==> src/rtl/div_unit_pkg.sv <==
// Shared encodings for the multi-cycle divider: FSM states and handshake levels.
package div_unit_pkg;
  localparam int DIV_WIDTH = 32;

  typedef enum logic [1:0] {
    DIV_FREE   = 2'b00,
    DIV_BYZERO = 2'b01,
    DIV_ON     = 2'b10,
    DIV_END    = 2'b11
  } div_state_e;

  localparam logic DIV_RESULT_READY     = 1'b1;
  localparam logic DIV_RESULT_NOT_READY = 1'b0;
  localparam logic DIV_START            = 1'b1;
  localparam logic DIV_STOP             = 1'b0;
endpackage

==> src/rtl/div_unit.sv <==
// Restoring shift-subtract divider for DIV/DIVU, one quotient bit per cycle.
// Result is {remainder, quotient}; held while start_i stays high in END.
module div_unit
  import div_unit_pkg::*;
#(
  parameter int WIDTH = DIV_WIDTH
) (
  input  logic               clk,
  input  logic               rst,
  input  logic               signed_div_i,
  input  logic [WIDTH-1:0]   opdata1_i,
  input  logic [WIDTH-1:0]   opdata2_i,
  input  logic               start_i,
  input  logic               annul_i,
  output logic [2*WIDTH-1:0] result_o,
  output logic               ready_o
);
  localparam int CNT_W = $clog2(WIDTH);

  div_state_e         state, state_nxt;
  logic [CNT_W-1:0]   cnt;
  logic [2*WIDTH:0]   dvd;
  logic [WIDTH-1:0]   dsr;
  logic               neg_quo, neg_rem;
  logic [WIDTH:0]     diff;
  logic [WIDTH-1:0]   op1_mag, op2_mag, quo, rem;
  logic               accept, last;

  assign op1_mag = (signed_div_i && opdata1_i[WIDTH-1]) ? -opdata1_i : opdata1_i;
  assign op2_mag = (signed_div_i && opdata2_i[WIDTH-1]) ? -opdata2_i : opdata2_i;
  assign accept  = (start_i == DIV_START) && !annul_i;
  assign last    = (cnt == CNT_W'(WIDTH-1));

  // Upper half of the shifted dividend minus the divisor magnitude; bit WIDTH is the borrow.
  assign diff = {1'b0, dvd[2*WIDTH-1:WIDTH]} - {1'b0, dsr};
  assign quo  = neg_quo ? -dvd[WIDTH-1:0]       : dvd[WIDTH-1:0];
  assign rem  = neg_rem ? -dvd[2*WIDTH:WIDTH+1] : dvd[2*WIDTH:WIDTH+1];

  always_comb begin
    state_nxt = state;
    case (state)
      DIV_FREE:   if (accept) state_nxt = (opdata2_i == '0) ? DIV_BYZERO : DIV_ON;
      DIV_BYZERO: state_nxt = DIV_END;
      DIV_ON: begin
        if (annul_i)   state_nxt = DIV_FREE;
        else if (last) state_nxt = DIV_END;
      end
      DIV_END:    if (start_i == DIV_STOP || annul_i) state_nxt = DIV_FREE;
      default:    state_nxt = DIV_FREE;
    endcase
  end

  always_ff @(posedge clk) begin
    if (rst) begin
      state    <= DIV_FREE;
      cnt      <= '0;
      dvd      <= '0;
      dsr      <= '0;
      neg_quo  <= 1'b0;
      neg_rem  <= 1'b0;
      result_o <= '0;
      ready_o  <= DIV_RESULT_NOT_READY;
    end else begin
      state <= state_nxt;
      case (state)
        DIV_FREE: begin
          // Signs are latched here so later operand changes cannot flip the fix-up.
          if (accept) begin
            dsr     <= op2_mag;
            neg_quo <= signed_div_i && (opdata1_i[WIDTH-1] ^ opdata2_i[WIDTH-1]);
            neg_rem <= signed_div_i && opdata1_i[WIDTH-1];
            cnt     <= '0;
            dvd     <= {{WIDTH{1'b0}}, op1_mag, 1'b0};
          end
          result_o <= '0;
          ready_o  <= DIV_RESULT_NOT_READY;
        end
        DIV_BYZERO: dvd <= '0;
        DIV_ON: begin
          if (annul_i) begin
            result_o <= '0;
            ready_o  <= DIV_RESULT_NOT_READY;
          end else begin
            if (diff[WIDTH]) dvd <= {dvd[2*WIDTH-1:0], 1'b0};
            else             dvd <= {diff[WIDTH-1:0], dvd[WIDTH-1:0], 1'b1};
            cnt <= cnt + 1'b1;
          end
        end
        DIV_END: begin
          if (start_i == DIV_STOP || annul_i) begin
            result_o <= '0;
            ready_o  <= DIV_RESULT_NOT_READY;
          end else begin
            result_o <= {rem, quo};
            ready_o  <= DIV_RESULT_READY;
          end
        end
        default: ;
      endcase
    end
  end
endmodule

==> config.mk <==
export PLATFORM = sky130hd
export DESIGN_NAME = div_unit
export DESIGN_NICKNAME = d
export VERILOG_FILES = /design/src/rtl/div_unit_pkg.sv /design/src/rtl/div_unit.sv
export SDC_FILE = /design/constraint.sdc
export NUM_CORES = 1
export LEC_CHECK = 0
export ABC_CLOCK_PERIOD_IN_PS = 3570
export BUFFER_PORTS_ARGS = -buffer_cell sky130_fd_sc_hd__buf_2
export CAP_MARGIN = 20
export CORE_UTILIZATION = 30
export DETAILED_ROUTE_END_ITERATION = 7
export PLACE_DENSITY = 0.54
export REMOVE_ABC_BUFFERS = 1
export SLEW_MARGIN = 10
export SYNTH_ARGS = -nofsm -noshare
export SYNTH_HDL_FRONTEND = slang
export SYNTH_SLANG_ARGS = --single-unit
==> constraint.sdc <==
create_clock -name clk -period 3.57 [get_ports clk]
set_clock_uncertainty 0.2 [all_clocks]
set_input_delay 0 -clock clk [delete_from_list [all_inputs] [get_ports clk]]
set_output_delay 0 -clock clk [all_outputs]
set_load 0.02 [all_outputs]
==> results of run 1 <==
-- flip-flops by register name (all words and copies together), names as in the netlist --
name	count
cnt	5
dsr	32
dvd	65
neg_quo	1
neg_rem	1
ready_o	1
result_o	64
state	2
-- worst max path at each step --
stage               to  slack [ns]  cells past startpoint
2_1_floorplan  dvd[35]       -0.91                      9
3_3_place_gp   dvd[42]        0.13                     14
3_5_place_dp   dvd[42]        0.08                     14
4_1_cts        dvd[42]        0.05                     14
5_1_grt         dvd[0]       -0.05                     14
6_report        dvd[0]        0.11                     14
-- cells in the mapped netlist, drive strengths merged, types with 5 or more instances --
library cell	count	area, um^2
dfxtp	171	3420
o31ai	23	183
ha	45	563
a32oi	7	61.3
nand4	9	56.3
xor2	53	464
clkbuf	79	297
a21oi	91	463
a21o	15	113
o311ai	21	184
or3	12	75.1
o21ai	110	551
inv	54	203
nor4	10	68.8
or4	17	135
nand2	120	450
or2	7	43.8
a22o	26	228
and2	8	50.1
a22oi	39	293
nor3	19	95.1
and3	6	37.5
o41ai	18	184
nand3	44	220
buf	10	51.3
nor2	156	593
nand2b	9	63.8
xnor2	93	815
nor2b	8	50.1
mux2i	10	100
a31oi	6	37.5
a311oi	5	43.8
o21a	5	37.5
a211oi	31	233
-- per-stage QoR --
stage               setup WS (ns)  utilization
floorplan                  -0.912            -
global placement            0.129        0.339
detailed placement         0.0817        0.339
CTS                        0.0490        0.384
global route              -0.0482        0.388
finish                      0.111        0.388
-- logic make-up (layout without fill, tap and decap cells) --
group	count (synthesis)	after routing
AOI/OAI and AO/OA	424	424
muxes	10	10
buffers and inverters	143	359
DFF	171	171
adders and majority gates	46	46
and+or+nand+nor	436	436
xor gates and xnor gates	146	146
-- cell type report --
| type | count | area (um^2) |
|---|---|---|
| Clock buffer | 19 | 443 |
| Clock inverter | 13 | 165 |
| Fill cell | 3621 | 21700 |
| Inverter | 54 | 203 |
| Multi-Input combinational cell | 1062 | 6920 |
| Sequential cell | 171 | 3420 |
| Tap cell | 461 | 577 |
| Timing Repair Buffer | 273 | 2030 |
-- layout by cell type (no fill, tap or decap), types with 16 or more instances in the layout --
cell type and count:
xor2_1 53, nor3_1 18, buf_4 36, o21ai_0 106
o31ai_1 21, a21oi_1 89, dlygate4sd3_1 99, o41ai_1 16
clkbuf_16 19, nor2_1 152, xnor2_1 93, inv_1 52
ha_1 44, a22oi_1 39, a211oi_1 31, nand2_1 120
buf_2 132, dfxtp_1 170, a22o_1 26, nand3_1 44
-- per-layer routing --
metal / up-vias / track usage / routed length [um] / share of wire
met5: - / 0 / 0 / 0
met4: 0 / 0.0528 / 467 / 0.015
met3: 32 / 0.0254 / 1180 / 0.037
met2: 188 / 0.263 / 13900 / 0.44
met1: 4881 / 0.240 / 16100 / 0.51
li1: 5373 / - / - / -
-- power by group through the flow --
stage	Clock, W	Sequential (W)	Combinational (W)
final	0.00197	0.00248	0.00289
after global routing	0.00208	0.00252	0.00323
after CTS	0.00201	0.00247	0.00283
after detailed placement	0	0.00252	0.00271
after global placement	0	0.00251	0.00270
after floorplan	0	0.00243	0.00193
-- critical path, cell delays in order (launching register included) --
cell and delay [ns]:
dfxtp_2 0.34, inv_2 0.05, ha_4 0.15, fa_2 0.34, nor2b_2 0.14, o211ai_1 0.16, a2111o_1 0.50, a31oi_2 0.20
o2111ai_2 0.15, a311oi_2 0.29, buf_4 0.15, o22ai_4 0.12, buf_12 0.18, or3_1 0.30, a21oi_1 0.11
-- repair_timing --
action	CTS	global route
gates resized for setup	0	24
setup endpoints to repair	0	33
hold buffers	99	0
buffers inserted	0	2
endpoints found under the hold margin	93	0
==> impl_metrics.toml, run 1 <==
[outcome]
status = "completed"

[worst_hold_path]
whs_endpoint = "dsr[18]"
hold_path_depth = 4
min_from = "opdata2_i[18]"
hold_class = "in2reg"

[grt]
grt.total_usage = 0.170
grt_max_degree = 82
grt_pass1_wl_um = 50100
first_global_vias = 9665
antenna_found_initial = 0
grt_overflow = 0

[timing]
setup_tns_ns = 0
max_freq_mhz = 289
maxSlewHeadroom = 0.309
hold_ws_ns = 0.245
period_share = 0.969
final.min_clock_period_ns = 3.46
hold_viol = 0
worst_pin_slew_ns = 1.04
rsz0062_at_grt = "true"
setup-violations-final = 0
slew_viol_final = 0

[logic_synthesis]
synth_xor_xnor_area_share = 0.118
syn_inst = 1376
synth_mux_area_frac = 0.00926
synthArstFlopShare = 0
synth_seq_area_share = 0.317
synth.distinct_cells = 69
yosys.area_share.adder = 0.0540
ys_seq_elements = 171
synth_ff_type = "dfxtp_1"
synth_edf_count = 0
synth_top_family_by_area = "compound AO/OA/AOI/OAI gates"
avgSynthCellArea_um2 = 7.85
synth-compound-area-share = 0.263
synth-simple-area-share = 0.188
synth.cell_area_um2 = 10800
yosysWarnings = 0

[placement]
gp_congestion = 0.866
dpl.cell_count = 1918
hpwl_um = 23600
placed_cell_area_um2 = 12000
port_buffers = 133

[power_and_ir_drop]
power_w = 0.00734
switchingPower_w = 0.00293
p_per_area_nw_per_um2 = 533
ir_drop_v = 0.000412
p_sw_frac = 0.399
internal-power_w = 0.00441
p_comb_frac = 0.393
seqPwrFrac = 0.338
clkPwrFrac = 0.268
p_leak_nw = 5.63

[cells_and_area]
syn_to_final_growth_pct = 27.4
stdcell_area_um2 = 13800
n_antenna_cell = 0
layout.cells.non_filler = 2053
drive_gt1_frac = 0.154
final_nets = 1694

[routing]
first_pass_iters = 5
vias = 10500
drtIter0Drc = 592
drc_errors = 0
post_drt_wl_per_cell_um = 15.4
vias_per_cell = 5.10
wl_um = 31600
ant_nets = 0

[clock_tree]
clkTransAtPathRegs_ns = 0.07
numCtsBuffers = 17
cts_buffer_depth = 2
cts-root-buf = "clkbuf_16"
h-tree-depth = 4
cts_tree = "yes"
clkSinkCount = 171
clock_latency_ns = 0.44

[worst_setup_path]
crit_required_ns = 3.74
timing.rr.end = "dvd[0]"
worstPathMaxFanout = 21
crit_type = "reg2reg"
r2r_start = "dvd[32]"
start_kind = "flip-flop"
worst_ep_arrival_time_ns = 3.63
worst-r2r-setup-slack_ns = 0.11
r2r_cells = 14
worst_setup_path_end_kind = "flip-flop"
critPathLaunch = "dvd[32]"

[run]
maxCapViolations = 0

[floorplan]
die_w_um = 192
die_h_um = 192
num_io_pins = 134
die-area_um2 = 36800
start_util = 0.305
row_count = 69
core_um2 = 35500
(Power assumes the default switching activity.)
==> run 2, diff against run 1 <==
- CORE_UTILIZATION: 30 -> 44
- PLACE_DENSITY: 0.54 -> 0.7
==> impl_metrics.toml, run 2 (synthesis gave the netlist of run 1 again) <==
[timing]
setup_tns_ns = 0
hold_viol = 0
worst_pin_slew_ns = 1.04
hold_ws_ns = 0.211
setup-violations-final = 0
slew_viol_final = 0
rsz0062_at_grt = "true"
period_share = 0.984
final.min_clock_period_ns = 3.51
max_freq_mhz = 285
maxSlewHeadroom = 0.306
layout_setup_ws_ns = 0.0571

[floorplan]
core_um2 = 23800
die_w_um = 159
die_h_um = 159
die-area_um2 = 25200
num_io_pins = 134
start_util = 0.455
row_count = 56

[worst_setup_path]
timing.rr.end = "dvd[0]"
start_kind = "flip-flop"
worst-r2r-setup-slack_ns = 0.06
worst_ep_arrival_time_ns = 3.67
crit_type = "reg2reg"
path_depth = 14
crit_family = "compound AO/OA/AOI/OAI gates"
r2r_cells = 14
crit_end = "dvd[0]"
path_cells = "inv_2, ha_4, fa_2, nor2b_2, o211ai_1, a2111o_1, a31oi_4, o2111ai_2, a311oi_1, buf_4, o22ai_4, buf_12, or3_1, a21oi_1"
worstPathMaxFanout = 5
worst_setup_path_end_kind = "flip-flop"
r2r_start = "dvd[32]"
critPathLaunch = "dvd[32]"
crit_required_ns = 3.73
worst-path-buf-inv = 3
slowest_stage = "a2111o_1"
slowest_delay_ns = 0.54

[clock_tree]
cts-root-buf = "clkbuf_16"
clkTransAtPathRegs_ns = 0.07
cts_buffer_depth = 2
numCtsBuffers = 17
cts_tree = "yes"
h-tree-depth = 4
clkSinkCount = 171
clock_latency_ns = 0.43

[power_and_ir_drop]
ir_drop_v = 0.000343
p_sw_frac = 0.392
p_leak_nw = 5.66
clkPwrFrac = 0.269
internal-power_w = 0.00449
p_per_area_nw_per_um2 = 541
switchingPower_w = 0.00290
seqPwrFrac = 0.336
p_comb_frac = 0.395

[placement]
hpwl_um = 21300
gp_congestion = 0.892
port_buffers = 133
placed_cell_area_um2 = 11800
place_ws_ns = 0.0229

[cells_and_area]
final_common_cell = "dfxtp_1"
final_nets = 1697
top_regs = "dvd (65), result_o (64), dsr (32)"
syn_to_final_growth_pct = 26.4
final_cell_mix = "dfxtp_1 (170), nor2_1 (153), buf_2 (132)"
regMostFlops = "dvd"
largest_register_ffs = 65
nFillCells = 2172
multi_input_comb_area_um2 = 6920
stdcell_area_um2 = 13700
seq_area_um2 = 3420
drive_gt1_frac = 0.149
n_antenna_cell = 0

[grt]
grt_max_degree = 68
grt_pass1_wl_um = 48200
first_global_vias = 9579
grt_overflow = 0
antenna_found_initial = 0
grt.total_usage = 0.230

[outcome]
status = "completed"

[routing]
post_drt_wl_per_cell_um = 15.6
drtIter0Drc = 828
vias_per_cell = 5.59
wl_um = 29900
ant_nets = 0
vias = 10700
first_pass_iters = 5
drc_errors = 0

[worst_hold_path]
hold_class = "in2reg"
min_from = "opdata2_i[2]"

[run]
maxCapViolations = 0
## run 2: power by group through the flow
stage / Clock, W / Sequential [W] / Combinational [W]
final: 0.00199 / 0.00248 / 0.00292
after global routing: 0.00209 / 0.00252 / 0.00324
after CTS: 0.00201 / 0.00247 / 0.00280
after detailed placement: 0 / 0.00251 / 0.00265
after global placement: 0 / 0.00250 / 0.00262
after floorplan: 0 / 0.00243 / 0.00193
## run 2: routing by layer
| layer | wire [um] | track usage | vias up |
|---|---|---|---|
| met5 | 0 | 0 | - |
| met3 | 1680 | 0.0332 | 31 |
| met2 | 13300 | 0.351 | 321 |
| met1 | 14600 | 0.335 | 4968 |
| li1 | - | - | 5368 |
| met4 | 397 | 0.0591 | 0 |
## run 2: worst min path at each step
stage / endpoint / slack (ns) / cells after the start
floorplan: cnt[1] / -0.13 / 1
global placement: dvd[1] / 0.12 / 3
detailed placement: dvd[1] / 0.13 / 3
CTS: dsr[7] / 0.19 / 7
global route: dsr[20] / 0.25 / 4
finish: dsr[7] / 0.21 / 7
## run 2: repair_timing
item,CTS,global route
setup buffers,0,5
endpoints found under the hold margin,93,0
setup endpoints to repair,1,35
hold buffers,105,0
resized for setup,1,21
cloned,0,3
pin swaps,0,4
## run 2: worst register-to-register path, delay by kind of cell (launching register included)
family | cells | cell delay [ns]
AO/OA/AOI/OAI | 7 | 1.58
adder cells (fa/ha/maj) | 2 | 0.51
AND/OR/NAND/NOR | 2 | 0.44
buffers and inverters | 3 | 0.38
flip-flops | 1 | 0.34
## run 2: per-stage QoR
step | cells | util | total power (W)
global route | 1913 | 0.575 | 0.00786
floorplan | 1287 | - | 0.00436
global placement | 1769 | 0.497 | 0.00512
CTS | 1905 | 0.567 | 0.00728
detailed placement | 1769 | 0.497 | 0.00516
finish | 1913 | 0.575 | 0.00739
## run 2: cell type report
| cell class | count | share of cell area |
|---|---|---|
| flip-flops and latches | 171 | 0.251 |
| multi-input cells | 1062 | 0.507 |
| well taps | 319 | 0.0292 |
| clock buffers | 18 | 0.0314 |
| inverters | 54 | 0.0148 |
| repair buffers | 276 | 0.152 |
| clock inverters | 13 | 0.0140 |
==> run 3, diff against run 2 <==
- ABC_AREA: not set -> 1
- PLACE_DENSITY: 0.7 -> 0.69
- SETUP_SLACK_MARGIN: not set -> 0.5
==> impl_metrics.toml, run 3 <==
[logic_synthesis]
synth_seq_area_share = 0.263
yosysTopAreaCellShare = 0.263
synth_edf_count = 0
synthArstFlopShare = 0
yosys-top-cells-count = "nand2_1 (607), inv_1 (328), nand3_1 (251)"
ys_seq_elements = 171
syn_inst = 2203
synth.cell_area_um2 = 13000
synth_largest_area_cell = "dfxtp_1"
yosysMostFrequentCell = "nand2_1"
synth_area_leaders = "dfxtp_1 (26%), nand2_1 (17%), nand3_1 (9.6%)"
yosysWarnings = 0
avgSynthCellArea_um2 = 5.92
synth.distinct_cells = 51
synth_ff_type = "dfxtp_1"

[routing]
highest_layer = "met4"
vias_per_cell = 5.24
wl_met1_um = 17500
ant_nets = 0
drc_errors = 0
post_drt_wl_per_cell_um = 14.8
vias = 14700
first_pass_iters = 6
drtIter0Drc = 1123
wl_met3_um = 1900
wl_met2_um = 20700
wl_um = 41400

[cells_and_area]
final_nets = 2522
syn_to_final_growth_pct = 20.6
regMostFlops = "dvd"
largest_register_ffs = 65
n_antenna_cell = 0
top_regs = "dvd (65), result_o (64), dsr (32)"
nFillCells = 3010
final_common_cell = "nand2_1"
layout.cells.non_filler = 2804
drive_gt1_frac = 0.106
stdcell_area_um2 = 15700
final_cell_mix = "nand2_1 (606), inv_1 (326), nand3_1 (249)"

[clock_tree]
numCtsBuffers = 17
clkTransAtPathRegs_ns = 0.08
cts_buffer_depth = 2
h-tree-depth = 4
clock_latency_ns = 0.45
clkSinkCount = 171
cts-root-buf = "clkbuf_16"
cts_tree = "yes"

[timing]
slew_viol_final = 0
hold_ws_ns = 0.0322
max_freq_mhz = 344
final.min_clock_period_ns = 2.91
maxSlewHeadroom = 0.311
hold_viol = 0
setup-violations-final = 0
worst_pin_slew_ns = 1.03
layout_setup_ws_ns = 0.660
period_share = 0.815
rsz0062_at_grt = "true"

[worst_setup_path]
crit_required_ns = 3.74
worst_setup_path_end_kind = "flip-flop"
worstPathMaxFanout = 5
worst_ep_arrival_time_ns = 3.08
crit_type = "in2reg"
start_kind = "primary input"

[placement]
port_buffers = 133
hpwl_um = 30800
placed_cell_area_um2 = 13900
dpl.cell_count = 2654
gp_congestion = 0.960
place_ws_ns = 0.750

[power_and_ir_drop]
p_per_area_nw_per_um2 = 530
power_w = 0.00834
p_leak_nw = 7.74
ir_drop_v = 0.000396

[floorplan]
die-area_um2 = 30300
row_count = 62
num_io_pins = 134
die_h_um = 174
die_w_um = 174
core_um2 = 28900
start_util = 0.451

[run]
maxCapViolations = 0

[grt]
antenna_found_initial = 0
grt_overflow = 0
grt_pass1_wl_um = 66500
grt.total_usage = 0.271
first_global_vias = 13700
grt_max_degree = 77

[outcome]
status = "completed"

[worst_hold_path]
hold_class = "in2reg"
[run 3: cell count changes after synthesis, sizes merged, moves of 26 or more]
cell	before	now
nand2	120	618
inv	54	338
nand3	44	258
a21oi	91	241
xnor2	93	12
clkbuf	79	41
xor2	53	16
a22oi	39	3
buf	10	41
a211oi	31	1
nor2	156	183
a22o	26	0
[run 3: through the flow]
stage,TNS (ns),utilization
detailed placement,0,0.481
finish,0,0.544
global route,0,0.544
floorplan,-2.45,-
CTS,0,0.541
global placement,0,0.481
[run 3: cell type report]
type | instances | area (um^2) | area share
well taps | 384 | 480 | 0.0306
clock inverters | 14 | 159 | 0.0101
repair buffers | 266 | 1980 | 0.126
repair inverters | 1 | 5.00 | 0.000318
multi-input cells | 1603 | 7940 | 0.505
inverters | 347 | 1310 | 0.0832
clock buffers | 18 | 429 | 0.0273
flip-flops and latches | 171 | 3420 | 0.218
[run 3: what timing repair did]
action / 4_1_cts / 5_1_grt
hold endpoints to repair: 81 / 0
hold buffers: 114 / 0
buffers inserted: 0 / 3
setup endpoints to repair: 0 / 14
resized for setup: 0 / 13
[run 3: where the power goes]
part | switching (W) | internal, W | total, W
clock network | 0.000895 | 0.00105 | 0.00194
logic | 0.00265 | 0.00130 | 0.00395
registers | 0.000257 | 0.00218 | 0.00244
total | 0.00381 | 0.00453 | 0.00834
[run 3: worst paths after layout]
check | startpoint | to | slack (ns) | depth (start not counted)
setup / recovery | opdata2_i[4] | dsr[20] | 0.66 | 15
hold / removal | signed_div_i | dsr[17] | 0.03 | 5
setup reg to reg | state[0] | dvd[1] | 0.70 | 10
hold reg to reg | result_o[29] | result_o[29] | 0.26 | 2
[run 3: cells by family after synthesis]
| group | after synthesis | share of synthesized area |
|---|---|---|
| flops | 171 | 0.263 |
| simple gates | 1118 | 0.369 |
| xor+xnor | 28 | 0.0188 |
| compound gates | 411 | 0.173 |
| fa+ha+maj | 46 | 0.0447 |
| buf+inv | 429 | 0.132 |
[run 3: critical path, stage by stage]
cell	delay, ns
dlygate4sd3_1	0.54
buf_2	0.14
nor2_1	0.11
nand4_1	0.17
nor2_1	0.17
nand2_1	0.16
nor2_4	0.16
nand2_1	0.06
nand2_1	0.16
nand2_1	0.08
nand2_1	0.06
dlygate4sd3_1	0.54
nand2_1	0.06
dlygate4sd3_1	0.56
a21oi_1	0.12
[run 3: layer usage]
layer	GRT usage	vias up
met1	0.323	6651
li1	-	7515
met2	0.494	436
met5	0	-
met4	0.105	0
met3	0.0328	80
